**config.mk**
```make
export PLATFORM = sky130hd
export DESIGN_NAME = mem_ctrl_flat
export DESIGN_NICKNAME = d
export VERILOG_FILES = /design/src/rtl/mem_ctrl_if.sv /design/src/rtl/mem_ctrl.sv /design/src/flat_wrapper.sv
export SDC_FILE = /design/constraint.sdc
export NUM_CORES = 1
export LEC_CHECK = 0
export ABC_AREA = 0
export BUFFER_PORTS_ARGS = -buffer_cell sky130_fd_sc_hd__buf_2
export CORE_UTILIZATION = 59
export CTS_BUF_LIST = sky130_fd_sc_hd__clkbuf_2
export DETAILED_ROUTE_END_ITERATION = 12
export PLACE_DENSITY = 0.83
export RECOVER_POWER = 100
export SLEW_MARGIN = 30
export SYNTH_ARGS = -nofsm -noshare
export SYNTH_HDL_FRONTEND = slang
export SYNTH_SLANG_ARGS = --single-unit
```
**constraint.sdc**
```tcl
create_clock -name clk -period 8.5 [get_ports clk]
set_clock_uncertainty 0.1 [all_clocks]
set_input_delay 0.425 -clock clk [delete_from_list [all_inputs] [get_ports clk]]
set_output_delay 0.425 -clock clk [all_outputs]
set_load 0.03 [all_outputs]
```
**src/rtl/mem_ctrl_if.sv**
```systemverilog
// Bus bundle between a fetch/load-store requester pair, the byte-wide memory and mem_ctrl.
// master = requesters plus memory; slave = the controller.
interface mem_ctrl_if;
    logic        if_req;
    logic [31:0] if_addr;
    logic        if_done;
    logic [31:0] if_data;
    logic        ls_req;
    logic        ls_wr;
    logic [31:0] ls_addr;
    logic [2:0]  ls_size;
    logic [31:0] ls_wdata;
    logic        ls_done;
    logic [31:0] ls_rdata;
    logic [7:0]  mem_din;
    logic [7:0]  mem_dout;
    logic [31:0] mem_a;
    logic        mem_wr;
    logic        busy;

    modport master (
        output if_req, if_addr, ls_req, ls_wr, ls_addr, ls_size, ls_wdata, mem_din,
        input  if_done, if_data, ls_done, ls_rdata, mem_dout, mem_a, mem_wr, busy
    );

    modport slave (
        input  if_req, if_addr, ls_req, ls_wr, ls_addr, ls_size, ls_wdata, mem_din,
        output if_done, if_data, ls_done, ls_rdata, mem_dout, mem_a, mem_wr, busy
    );
endinterface

```
**src/rtl/mem_ctrl.sv**
```systemverilog
// Byte-serial memory controller arbitrating instruction fetch and load/store requests
// onto a memory with one cycle of read latency; all bus outputs come straight from flops.
module mem_ctrl #(
    parameter int MAX_LS_RUN = 4
) (
    input  logic      clk,
    input  logic      rst,
    input  logic      rdy,
    mem_ctrl_if.slave bus
);
    localparam int RUN_W = $clog2(MAX_LS_RUN + 2);
    localparam logic [RUN_W-1:0] RUN_MAX = RUN_W'(MAX_LS_RUN);

    typedef enum logic [1:0] {IDLE, RD, WR} state_t;

    state_t           state_reg, state_next;
    logic [RUN_W-1:0] run_reg, run_next;
    logic [31:0]      addr_reg, addr_next;
    logic [2:0]       n_reg, n_next;
    logic             src_reg, src_next;
    logic [31:0]      wdata_reg, wdata_next;
    logic [2:0]       cnt_reg, cnt_next;
    logic [31:0]      asm_reg, asm_next;
    logic [31:0]      mem_a_reg, mem_a_next;
    logic             mem_wr_reg, mem_wr_next;
    logic [7:0]       mem_dout_reg, mem_dout_next;
    logic             if_done_reg, if_done_next;
    logic             ls_done_reg, ls_done_next;
    logic [31:0]      if_data_reg, if_data_next;
    logic [31:0]      ls_rdata_reg, ls_rdata_next;

    logic [2:0]  step;
    logic [1:0]  rd_lane;
    logic [31:0] step_addr;
    logic [31:0] rd_merge;
    logic [7:0]  wr_lane [4];
    logic [2:0]  ls_n;
    logic        gate_open;
    logic        grant_if;
    logic        grant_ls;

    // cnt_reg counts edges since the grant edge, so step is the index of the coming edge.
    assign step      = cnt_reg + 3'd1;
    assign rd_lane   = 2'(step - 3'd2);
    assign step_addr = addr_reg + {29'd0, step};
    assign ls_n      = (bus.ls_size >= 3'd1 && bus.ls_size <= 3'd4) ? bus.ls_size : 3'd4;

    for (genvar gi = 0; gi < 4; gi++) begin : g_lane
        assign wr_lane[gi]           = wdata_reg[8*gi +: 8];
        assign rd_merge[8*gi +: 8]   = (rd_lane == 2'(gi)) ? bus.mem_din : asm_reg[8*gi +: 8];
    end

    // The done cycle is a mandatory gap: no grant at all, which also keeps the
    // just-finished requester's still-high req from being taken twice.
    assign gate_open = !if_done_reg && !ls_done_reg;
    assign grant_if  = gate_open && bus.if_req && (!bus.ls_req || run_reg == RUN_MAX);
    assign grant_ls  = gate_open && bus.ls_req && !grant_if;

    always_comb begin
        state_next    = state_reg;
        run_next      = run_reg;
        addr_next     = addr_reg;
        n_next        = n_reg;
        src_next      = src_reg;
        wdata_next    = wdata_reg;
        cnt_next      = cnt_reg;
        asm_next      = asm_reg;
        mem_a_next    = mem_a_reg;
        mem_wr_next   = mem_wr_reg;
        mem_dout_next = mem_dout_reg;
        if_done_next  = 1'b0;
        ls_done_next  = 1'b0;
        if_data_next  = if_data_reg;
        ls_rdata_next = ls_rdata_reg;

        case (state_reg)
            IDLE: begin
                mem_a_next  = 32'd0;
                mem_wr_next = 1'b0;
                if (grant_if) begin
                    addr_next  = bus.if_addr;
                    n_next     = 3'd4;
                    src_next   = 1'b0;
                    cnt_next   = 3'd0;
                    asm_next   = 32'd0;
                    run_next   = '0;
                    mem_a_next = bus.if_addr;
                    state_next = RD;
                end else if (grant_ls) begin
                    addr_next   = bus.ls_addr;
                    n_next      = ls_n;
                    src_next    = 1'b1;
                    wdata_next  = bus.ls_wdata;
                    cnt_next    = 3'd0;
                    asm_next    = 32'd0;
                    run_next    = (run_reg == RUN_MAX) ? run_reg : run_reg + 1'b1;
                    mem_a_next  = bus.ls_addr;
                    mem_wr_next = bus.ls_wr;
                    if (bus.ls_wr) begin
                        mem_dout_next = bus.ls_wdata[7:0];
                        // A single-byte store completes on its grant edge.
                        if (ls_n == 3'd1) ls_done_next = 1'b1;
                        else              state_next   = WR;
                    end else begin
                        state_next = RD;
                    end
                end
            end
            RD: begin
                cnt_next    = step;
                mem_wr_next = 1'b0;
                mem_a_next  = (step < n_reg) ? step_addr : 32'd0;
                if (step >= 3'd2) begin
                    if (step == n_reg + 3'd1) begin
                        state_next = IDLE;
                        if (src_reg) begin
                            ls_done_next  = 1'b1;
                            ls_rdata_next = rd_merge;
                        end else begin
                            if_done_next = 1'b1;
                            if_data_next = rd_merge;
                        end
                    end else begin
                        asm_next = rd_merge;
                    end
                end
            end
            WR: begin
                cnt_next      = step;
                mem_a_next    = step_addr;
                mem_wr_next   = 1'b1;
                mem_dout_next = wr_lane[step[1:0]];
                if (step == n_reg - 3'd1) begin
                    ls_done_next = 1'b1;
                    state_next   = IDLE;
                end
            end
            default: state_next = IDLE;
        endcase
    end

    always_ff @(posedge clk) begin
        if (rst) begin
            state_reg    <= IDLE;
            run_reg      <= '0;
            addr_reg     <= 32'd0;
            n_reg        <= 3'd0;
            src_reg      <= 1'b0;
            wdata_reg    <= 32'd0;
            cnt_reg      <= 3'd0;
            asm_reg      <= 32'd0;
            mem_a_reg    <= 32'd0;
            mem_wr_reg   <= 1'b0;
            mem_dout_reg <= 8'd0;
            if_done_reg  <= 1'b0;
            ls_done_reg  <= 1'b0;
            if_data_reg  <= 32'd0;
            ls_rdata_reg <= 32'd0;
        end else if (rdy) begin
            state_reg    <= state_next;
            run_reg      <= run_next;
            addr_reg     <= addr_next;
            n_reg        <= n_next;
            src_reg      <= src_next;
            wdata_reg    <= wdata_next;
            cnt_reg      <= cnt_next;
            asm_reg      <= asm_next;
            mem_a_reg    <= mem_a_next;
            mem_wr_reg   <= mem_wr_next;
            mem_dout_reg <= mem_dout_next;
            if_done_reg  <= if_done_next;
            ls_done_reg  <= ls_done_next;
            if_data_reg  <= if_data_next;
            ls_rdata_reg <= ls_rdata_next;
        end
    end

    assign bus.if_done  = if_done_reg;
    assign bus.if_data  = if_data_reg;
    assign bus.ls_done  = ls_done_reg;
    assign bus.ls_rdata = ls_rdata_reg;
    assign bus.mem_a    = mem_a_reg;
    assign bus.mem_wr   = mem_wr_reg;
    assign bus.mem_dout = mem_dout_reg;
    assign bus.busy     = (state_reg != IDLE);
endmodule

```
**src/flat_wrapper.sv**
```systemverilog
// flat-port wrapper written by rule: the top's interface ports become plain ports
module mem_ctrl_flat 
#(
    parameter int MAX_LS_RUN = 4
)
  (clk, rst, rdy, bus_if_req, bus_if_addr, bus_ls_req, bus_ls_wr, bus_ls_addr, bus_ls_size, bus_ls_wdata, bus_mem_din, bus_if_done, bus_if_data, bus_ls_done, bus_ls_rdata, bus_mem_dout, bus_mem_a, bus_mem_wr, bus_busy);
  mem_ctrl_if bus_i ();
  input  logic clk;
  input  logic rst;
  input  logic rdy;
  input wire logic [$bits(bus_i.if_req)-1:0] bus_if_req;
  input wire logic [$bits(bus_i.if_addr)-1:0] bus_if_addr;
  input wire logic [$bits(bus_i.ls_req)-1:0] bus_ls_req;
  input wire logic [$bits(bus_i.ls_wr)-1:0] bus_ls_wr;
  input wire logic [$bits(bus_i.ls_addr)-1:0] bus_ls_addr;
  input wire logic [$bits(bus_i.ls_size)-1:0] bus_ls_size;
  input wire logic [$bits(bus_i.ls_wdata)-1:0] bus_ls_wdata;
  input wire logic [$bits(bus_i.mem_din)-1:0] bus_mem_din;
  output wire logic [$bits(bus_i.if_done)-1:0] bus_if_done;
  output wire logic [$bits(bus_i.if_data)-1:0] bus_if_data;
  output wire logic [$bits(bus_i.ls_done)-1:0] bus_ls_done;
  output wire logic [$bits(bus_i.ls_rdata)-1:0] bus_ls_rdata;
  output wire logic [$bits(bus_i.mem_dout)-1:0] bus_mem_dout;
  output wire logic [$bits(bus_i.mem_a)-1:0] bus_mem_a;
  output wire logic [$bits(bus_i.mem_wr)-1:0] bus_mem_wr;
  output wire logic [$bits(bus_i.busy)-1:0] bus_busy;
  assign bus_i.if_req = bus_if_req;
  assign bus_i.if_addr = bus_if_addr;
  assign bus_i.ls_req = bus_ls_req;
  assign bus_i.ls_wr = bus_ls_wr;
  assign bus_i.ls_addr = bus_ls_addr;
  assign bus_i.ls_size = bus_ls_size;
  assign bus_i.ls_wdata = bus_ls_wdata;
  assign bus_i.mem_din = bus_mem_din;
  assign bus_if_done = bus_i.if_done;
  assign bus_if_data = bus_i.if_data;
  assign bus_ls_done = bus_i.ls_done;
  assign bus_ls_rdata = bus_i.ls_rdata;
  assign bus_mem_dout = bus_i.mem_dout;
  assign bus_mem_a = bus_i.mem_a;
  assign bus_mem_wr = bus_i.mem_wr;
  assign bus_busy = bus_i.busy;
  mem_ctrl #(.MAX_LS_RUN(MAX_LS_RUN)) u_core (.clk(clk), .rst(rst), .rdy(rdy), .bus(bus_i));
endmodule
```
# Yosys cells after proc, flatten, opt, wreduce, memory -nomap -nowiden
# Cells that the tools add are included.
[totals]
reg_bits = 215
in_bits = 113
out_inout_bits = 108
wordCells = 135
[classes]
n_addsub = 6
order_cmp = 5
n_eq_ne = 19
n_mux = 57
bitwise = 3
reduce_logical = 30
[op_table]
columns = ["cell", "n"]
rows = [
  ["32-bit 2-to-1 mux", 9],
  ["32-bit case mux with 3 select lines", 1],
  ["8-bit 2-to-1 mux", 9],
  ["32-bit case mux with 2 select lines", 1],
  ["32-bit by 3-bit adder with 32-bit output", 1],
  ["3-bit 2-to-1 mux", 8],
  ["5-bit AND reduction", 4],
  ["8-bit binary-select mux with 2-bit select", 1],
  ["1-bit 2-to-1 mux", 16],
  ["8-bit case mux with 2 select lines", 1],
  ["2-bit 2-to-1 mux", 7],
  ["2-bit by 1-bit inequality test with 1-bit output, second input constant", 5],
  ["2-bit nonzero test", 5],
  ["3-bit by 1-bit adder with 3-bit output, second input constant", 3],
  ["4-bit AND reduction", 2],
  ["2-bit equality test, second input constant", 3],
  ["3-bit equality test", 2],
  ["1-bit logical AND", 6],
  ["2-bit inequality test, second input constant", 3],
  ["1-bit case mux with 3 select lines", 2],
  ["2-bit case mux with 3 select lines", 1],
  ["3-bit case mux with 2 select lines", 1],
  ["3-bit AND reduction", 2],
  ["6-bit AND reduction", 1],
  ["20 further kinds", 26],
]

# Depth between registers and ports, before layout
# Gate-level depths: netlist of the first run.
[depth]
ltp_word = 9
ltp_mapped = 12
ltp_nobuf = 10

# Worst setup path after synthesis of the first run
# OpenSTA, ideal clock, no wires.
[synth_timing]
kind = "reg2reg"
start = "register u_core.cnt_reg[0]"
end = "register u_core.mem_a_reg[23], in the netlist u_core.bus.mem_a[23]"
setup_time_ns = 0.132
arrival_time_ns = 2.747
required_time_ns = 8.268
slack_ns = 5.521
stages_incl_launch_ff = 12
path_buffers = 2
period_less_slack_ns = 2.979
path_cell_list = "dfxtp_1 -> clkbuf_1 -> inv_1 -> ha_1 -> ha_1 -> a21o_1 -> a21oi_1 -> clkbuf_1 -> nor3_1 -> xor2_1 -> a21oi_1 -> nor3_1"
[synth_via]
elab_chain_cells = 4
elab_cells_between_ends = 5
classes_between = "add/sub (2); order compare (1); mux (2)"
[synth_lines]
columns = ["item", "line_no", "rtl"]
rows = [
  ["from (decl)", "mem_ctrl.sv:22", "logic [2:0] cnt_reg, cnt_next;"],
  ["from (signal assigned)", "mem_ctrl.sv:166", "cnt_reg <= cnt_next;"],
  ["3-bit by 1-bit adder with 3-bit output *", "mem_ctrl.sv:43", "assign step = cnt_reg + 3'd1;"],
  ["32-bit by 3-bit adder with 32-bit output or 3-bit less-than comparator (tied branches)", "mem_ctrl.sv:45, mem_ctrl.sv:112", ""],
  ["32-bit 2-to-1 mux", "mem_ctrl.sv:112", "mem_a_next = (step < n_reg) ? step_addr : 32'd0;"],
  ["32-bit case mux with 3 select lines *", "mem_ctrl.sv:76", "case (state_reg)"],
  ["to (signal assigned)", "mem_ctrl.sv:168", "mem_a_reg <= mem_a_next;"],
  ["to (decl)", "mem_ctrl.sv:24", "logic [31:0] mem_a_reg, mem_a_next;"],
]
# Mark *: on every way between the ends. The rest lies on a longest branch, timed or not.
# A chain may end at the register's enable or synchronous reset.

# Final worst setup path of the first run
[layout_timing]
start = "register u_core.cnt_reg[0]"
end = "register u_core.ls_rdata_reg[27], in the netlist u_core.bus.ls_rdata[27]"
[layout_via]
elab_chain_cells = 4
elab_cells_between_ends = 7
classes_between = "add/sub (2); order compare (1); eq/ne (2); mux (1); reduce/logical (1)"
[layout_lines]
columns = ["item", "line_no", "rtl"]
rows = [
  ["3-bit by 1-bit adder with 3-bit output *", "mem_ctrl.sv:43", ""],
  ["2-bit subtractor", "mem_ctrl.sv:44", "assign rd_lane = 2'(step - 3'd2);"],
  ["2-bit equality test", "mem_ctrl.sv:50", "assign rd_merge[8*gi +: 8] = (rd_lane == 2'(gi)) ? bus.mem_din : asm_reg[8*gi +: 8];"],
  ["8-bit 2-to-1 mux", "mem_ctrl.sv:50", ""],
  ["to (signal assigned)", "mem_ctrl.sv:174", "ls_rdata_reg <= ls_rdata_next;"],
  ["to (decl)", "mem_ctrl.sv:30", "logic [31:0] ls_rdata_reg, ls_rdata_next;"],
]
# Marked as above.

==> run metrics, run 1 <==
worst slew pin tran 2710 ps; worst path cell trace inv_1 -> ha_1 -> xor2_1 -> a211oi_1 -> nand4_1 -> nor2_4 -> clkbuf_1 -> nor2_1 -> a211oi_1; maximum clock frequency approximately 0.18 GHz; Synth Warn # 0; clock transition at the registers of the reported paths 90 ps; critical path endpoint category flop; Worst path most repeated cell a211oi_1; Mapped Cells approximately 1.2k; gr usage total 0.323; post-CTS sizing 0; synth top area cells dfxtp_1, a211oi_1, mux2i_1; Pint 1490 uW; clock buffer depth 3; FFs w/ async S/R, synth 0; post-placement worst setup slack 4740 ps; share of layout cells above drive strength 1 0.154; clk_lat worst skew 810 ps; Initial Util 0.612; Die W roughly 130 um; Gate power share 0.196; Synthesized Nets ~1.3k; P_leak 0.00479 uW; Sequential Power Share 0.502; outcome complete, but fails checks; sequential fraction of the synthesis area 0.420; post-synth top area share 0.420; first-pass GRT wire length 47100 um; grt ovf 0; Worst Hold Class input port to flop; final period utilization 0.647; unrepaired setup endpoints after global routing false; gpl congestion roughly 0.9; min Tclk post-route 5500 ps; clk sinks 215; NumNets Final about 1.6k; number of global-route vias before repair 9768; Post-synth top flop dfxtp_1; row count 47; max cap viols 5; initial antenna violation count 1; Yosys reg bits 215; wire per inst 17.0 um; Max FO, Critical Path 64; largest net degree at the start of global routing 99; die area 0.0179 mm2; crit path DAT approximately 6000 ps; slowest stage cell, crit path clkbuf_1; FILL cells 1328; most frequent cell after synthesis dfxtp_1; Synth top cells by count dfxtp_1, nor2_1, nand2_1; Final Slew Violations 274; Syn-to-layout area delta 22.9%; DP Cell Count 1540; register area around 0.0043 mm2; violated checks capacitance limit, slew limit; Core Footprint 0.0168 mm2; fin worst setup slack ~3000 ps; number of port buffers 220; Cell Area, Placed 0.0113 mm2; Final setup viols 0; DPL Wire Length 17700 um; vias 10.1k; vias per inst 5.80; Detail Route Antenna Nets 0; Top Ports about 220; drt drc 0; Initial DRT Pass Iterations 5; CTS Buf Count 54; die height around 130 um; Mean Syn Cell Area 8.64 um2; power density cells 175 mW/mm2; Slew HR -0.809; drt total wl 29500 um; Unique masters post-synth 58; hold slack final just under 50 ps; Switch Pwr 706 uW; switch share 0.321; H-tree Lvls 2; total negative slack 0 ps; Clk pwr share 0.302; cell taking the most area after synthesis dfxtp_1; CP peak stage delay 1930 ps; Peak VDD IR 0.149 mV; post-route cell area 0.0126 mm2; DRT iter0 DRCs 773; final std cells w/o fill about 1.7k; Mapped Area 0.0103 mm2; worst setup path class flop to flop; CTS tree built; Hold Fails Final Rpt 0; CP startpoint kind flop; Post-synth EDFFs 0; CTS Root Cell clkbuf_2; critical path required time 9080 ps; Multi-input gate area 0.00532 mm2
-- cells in the final DEF (no fill, tap or decap), drive strengths merged, types with 4 or more instances in the layout --
cell type and count:
ha 18, xnor2 13, clkbuf 189, xor2 25
nand3 12, nor3 46, mux4 8, o21ai 67
a21oi 80, nor4 6, nand4 10, nand2 153
and3 5, dlygate4sd3 117, and4 7, nor2 159
a211oi 106, and2 4, and2b 8, dfxtp 215
a22oi 32, inv 14, buf 116, clkinv 5
mux2i 73
-- final timing paths --
| path | endpoint | cells past startpoint | start | slack [ps] |
|---|---|---|---|---|
| setup reg to reg | u_core.bus.ls_rdata[27] | 9 | u_core.cnt_reg[0] | 3000 |
| hold / removal | u_core.bus.mem_a[5] | 5 | bus_if_addr[5] | 50 |
| hold reg to reg | u_core.wdata_reg[11] | 2 | u_core.wdata_reg[11] | 360 |
| setup / recovery | u_core.bus.ls_rdata[27] | 9 | u_core.cnt_reg[0] | 3000 |
-- layout make-up --
class / instances / share of cell area
flip-flops and latches: 215 / 0.342
clock buffers: 75 / 0.0298
multi-input cells: 860 / 0.422
inverters: 15 / 0.00447
diodes: 2 / 0.000397
clock inverters: 7 / 0.00487
well taps: 220 / 0.0219
repair buffers: 347 / 0.175
-- critical path, delay by kind of cell, from the launching register on --
| kind | cells | cell delay (ps) |
|---|---|---|
| xor+xnor | 1 | 190 |
| flops | 1 | 680 |
| fa+ha+maj | 1 | 910 |
| compound gates | 2 | 770 |
| buf+inv | 2 | 2130 |
| simple gates | 3 | 600 |
-- timing repair --
item,4_1_cts,5_1_grt
hold endpoints to repair,145,0
hold buffers,117,0
buffers inserted,0,0
-- power by group through the flow --
stage | clock network [uW] | logic, uW | registers (uW)
finish | 665 | 431 | 1100
global route | 724 | 468 | 1110
CTS | 672 | 425 | 1100
detailed placement | 0 | 377 | 1120
global placement | 0 | 369 | 1120
floorplan | 0 | 232 | 1150
-- metrics by stage --
stage | total power (uW) | util
after CTS | 2200 | 0.768
after global placement | 1490 | 0.671
after global routing | 2300 | 0.751
final | 2200 | 0.752
after floorplan | 1380 | -
after detailed placement | 1500 | 0.672
-- routing by layer --
| metal | global-route usage | vias up | wire length, um |
|---|---|---|---|
| li1 | - | 4831 | - |
| met1 | 0.404 | 4711 | 12300 |
| met2 | 0.543 | 477 | 14200 |
| met3 | 0.0608 | 85 | 2180 |
| met4 | 0.140 | 0 | 899 |
| met5 | 0 | - | 0 |
-- cell families (layout without fill, tap and decap cells) --
group | Yosys count | in the layout | synth area share
AO/OA/AOI/OAI | 300 | 300 | 0.199
XOR/XNOR | 38 | 38 | 0.0339
adder cells (fa/ha/maj) | 19 | 19 | 0.0239
buffers and inverters | 112 | 444 | 0.0539
flip-flops | 215 | 215 | 0.420
multiplexers | 81 | 81 | 0.0889
other | 0 | 2 | 0
AND/OR/NAND/NOR | 422 | 422 | 0.180
(Power assumes the default switching activity.)
==> inputs of run 2 (changes only) <==
--- a/config.mk
+++ b/config.mk
@@ -7,10 +7,10 @@
 export LEC_CHECK = 0
 export ABC_AREA = 0
 export BUFFER_PORTS_ARGS = -buffer_cell sky130_fd_sc_hd__buf_2
-export CORE_UTILIZATION = 59
+export CORE_UTILIZATION = 57
 export CTS_BUF_LIST = sky130_fd_sc_hd__clkbuf_2
 export DETAILED_ROUTE_END_ITERATION = 12
-export PLACE_DENSITY = 0.83
+export PLACE_DENSITY = 0.8
 export RECOVER_POWER = 100
 export SLEW_MARGIN = 30
 export SYNTH_ARGS = -nofsm -noshare
==> constraint.sdc (replaced) <==
create_clock -name clk -period 5.4 [get_ports clk]
set_clock_uncertainty 0.1 [all_clocks]
set_input_delay 0.27 -clock clk [delete_from_list [all_inputs] [get_ports clk]]
set_output_delay 0.27 -clock clk [all_outputs]
set_load 0.03 [all_outputs]
==> run metrics, run 2 (same netlist as run 1, synthesis figures left out) <==
drt drc 0; Worst R2R End u_core.state_reg[1]; Core Footprint approximately 0.017 mm2; H-tree Lvls 2; Switch Pwr 1130 uW; Worst path most repeated cell dlygate4sd3_1; Initial DRT Pass Iterations 5; Worst Hold Class input port to flop; row count 48; worst reg2reg path startpoint u_core.cnt_reg[0]; grt ovf 0; Gate power share 0.204; crit path DAT 5120 ps; Reg2Reg Setup Slack 930 ps; worst path cell trace inv_1 -> ha_1 -> xor2_1 -> a211oi_1 -> nand2_1 -> a221oi_1 -> nand4_1 -> dlygate4sd3_1 -> a21oi_1 -> dlygate4sd3_1; unrepaired setup endpoints after global routing false; die height 136 um; number of port buffers 220; Final setup viols 0; maximum clock frequency 0.224 GHz; Detail Route Antenna Nets 0; vias per inst between 5 and 6; slowest stage cell, crit path ha_1; Hold Fails Final Rpt 0; share of layout cells above drive strength 1 0.153; initial antenna violation count 1; die area 0.0185 mm2; clk sinks 215; Final Slew Violations 100; gr usage total 0.332; CP peak stage delay around 890 ps; Die W 136 um; worst setup path class flop to flop; Initial Util 0.589; CTS tree built; Syn-to-layout area delta 27.1%; final period utilization 0.828; Max FO, Critical Path 16; gpl congestion 0.878; Slew HR -0.784; Hold Crit Start bus_ls_wdata[17]; Pint 2350 uW; total negative slack 0 ps; violated checks capacitance limit, slew limit; DRT iter0 DRCs 734; wire per inst 17.0 um; critical path endpoint category flop; clk_lat worst skew just over 800 ps; P_leak about 0.0050 uW; drt total wl ~31000 um; first-pass GRT wire length 49000 um; post-layout util 0.748; power density cells between 200 and 300 mW/mm2; clock transition at the registers of the reported paths 100 ps; vias 10.3k; critical path required time 6040 ps; worst slew pin tran 2680 ps; CTS Buf Count 53; Peak VDD IR roughly 0.21 mV; min Tclk post-route 4470 ps; outcome complete, but fails checks; max cap viols 2; Sequential Power Share 0.500; NumNets Final 1667; Top Ports 221; switch share 0.324; commonest non-fill, non-tap cells in the layout dfxtp_1, dlygate4sd3_1, nand2_1, nor2_1; Cell Area, Placed 0.0113 mm2; largest net degree at the start of global routing ~110; Reg2Reg Depth 10; most common library cell in the layout ignoring fill and taps dfxtp_1; CP startpoint kind flop; worst hold endpoint u_core.wdata_reg[17]; clock buffer depth 3; post-layout power 3480 uW; number of global-route vias before repair 10.1k; Clk pwr share 0.296; DPL Wire Length 17900 um; worst hold path cell count 4; post-route cell area 0.0130 mm2; CTS Root Cell clkbuf_2
run 2: changes by cell type in the layout (fill, tap and decap cells not counted), sizes merged:
| cell | change |
|---|---|
| clkinv | +8 |
| clkbuf | +5 |
| diode | -1 |
| dlygate4sd3 | +40 |
| bufinv | -1 |
| buf | +3 |
| inv | +1 |
| clkinvlp | -2 |
run 2: cell type report:
type,instances,area (um2)
Timing Repair Buffer,390,2620
Multi-Input combinational cell,860,5310
Sequential cell,215,4300
Clock buffer,80,400
Inverter,15,56.3
Fill cell,1368,4390
Antenna cell,1,2.50
Clock inverter,13,48.8
Tap cell,225,282
run 2: power by group through the flow:
stage | Combinational (uW) | Clock, uW | Sequential, uW
after floorplan | 365 | 0 | 1810
after global placement | 583 | 0 | 1770
after detailed placement | 594 | 0 | 1770
after CTS | 693 | 1050 | 1730
after global routing | 771 | 1130 | 1750
final | 709 | 1030 | 1740
run 2: worst max-delay path by stage:
stage / from / to / slack, ps / cells after the start
after floorplan: u_core.cnt_reg[0] / u_core.bus.mem_a[23] / 2420 / 11
after global placement: u_core.cnt_reg[0] / u_core.bus.if_data[15] / 1470 / 9
after detailed placement: u_core.cnt_reg[0] / u_core.bus.if_data[9] / 1310 / 9
after CTS: u_core.cnt_reg[0] / u_core.state_reg[1] / 1050 / 10
after global routing: u_core.cnt_reg[0] / u_core.bus.if_data[1] / 540 / 9
final: u_core.cnt_reg[0] / u_core.state_reg[1] / 930 / 10
run 2: what timing repair did:
action | in CTS | in global routing
hold buffers | 157 | 0
hold endpoints to repair | 213 | 0
setup buffers | 0 | 0
gates resized for setup | 0 | 0
run 2: through the flow:
| stage | hold WS, ps | setup WS, ps | instances |
|---|---|---|---|
| after detailed placement | 347 | 1310 | 1548 |
| after floorplan | 306 | 2420 | 1187 |
| after global placement | 339 | 1470 | 1548 |
| after CTS | 75.3 | 1050 | 1798 |
| final | 164 | 926 | 1799 |
| after global routing | 115 | 539 | 1799 |
run 2: worst max-delay path, delay by kind of cell (launching register included):
family	cells	cell delay (ps)
adder cells (fa/ha/maj)	1	890
buffers and inverters	3	1330
AND/OR/NAND/NOR	2	260
flip-flops	1	680
XOR/XNOR	1	190
AO/OA/AOI/OAI	3	980
run 2: layer usage:
layer	global-route usage	share of wire
met1	0.389	0.40
met5	0	0
met2	0.570	0.49
met4	0.158	0.034
met3	0.0783	0.079
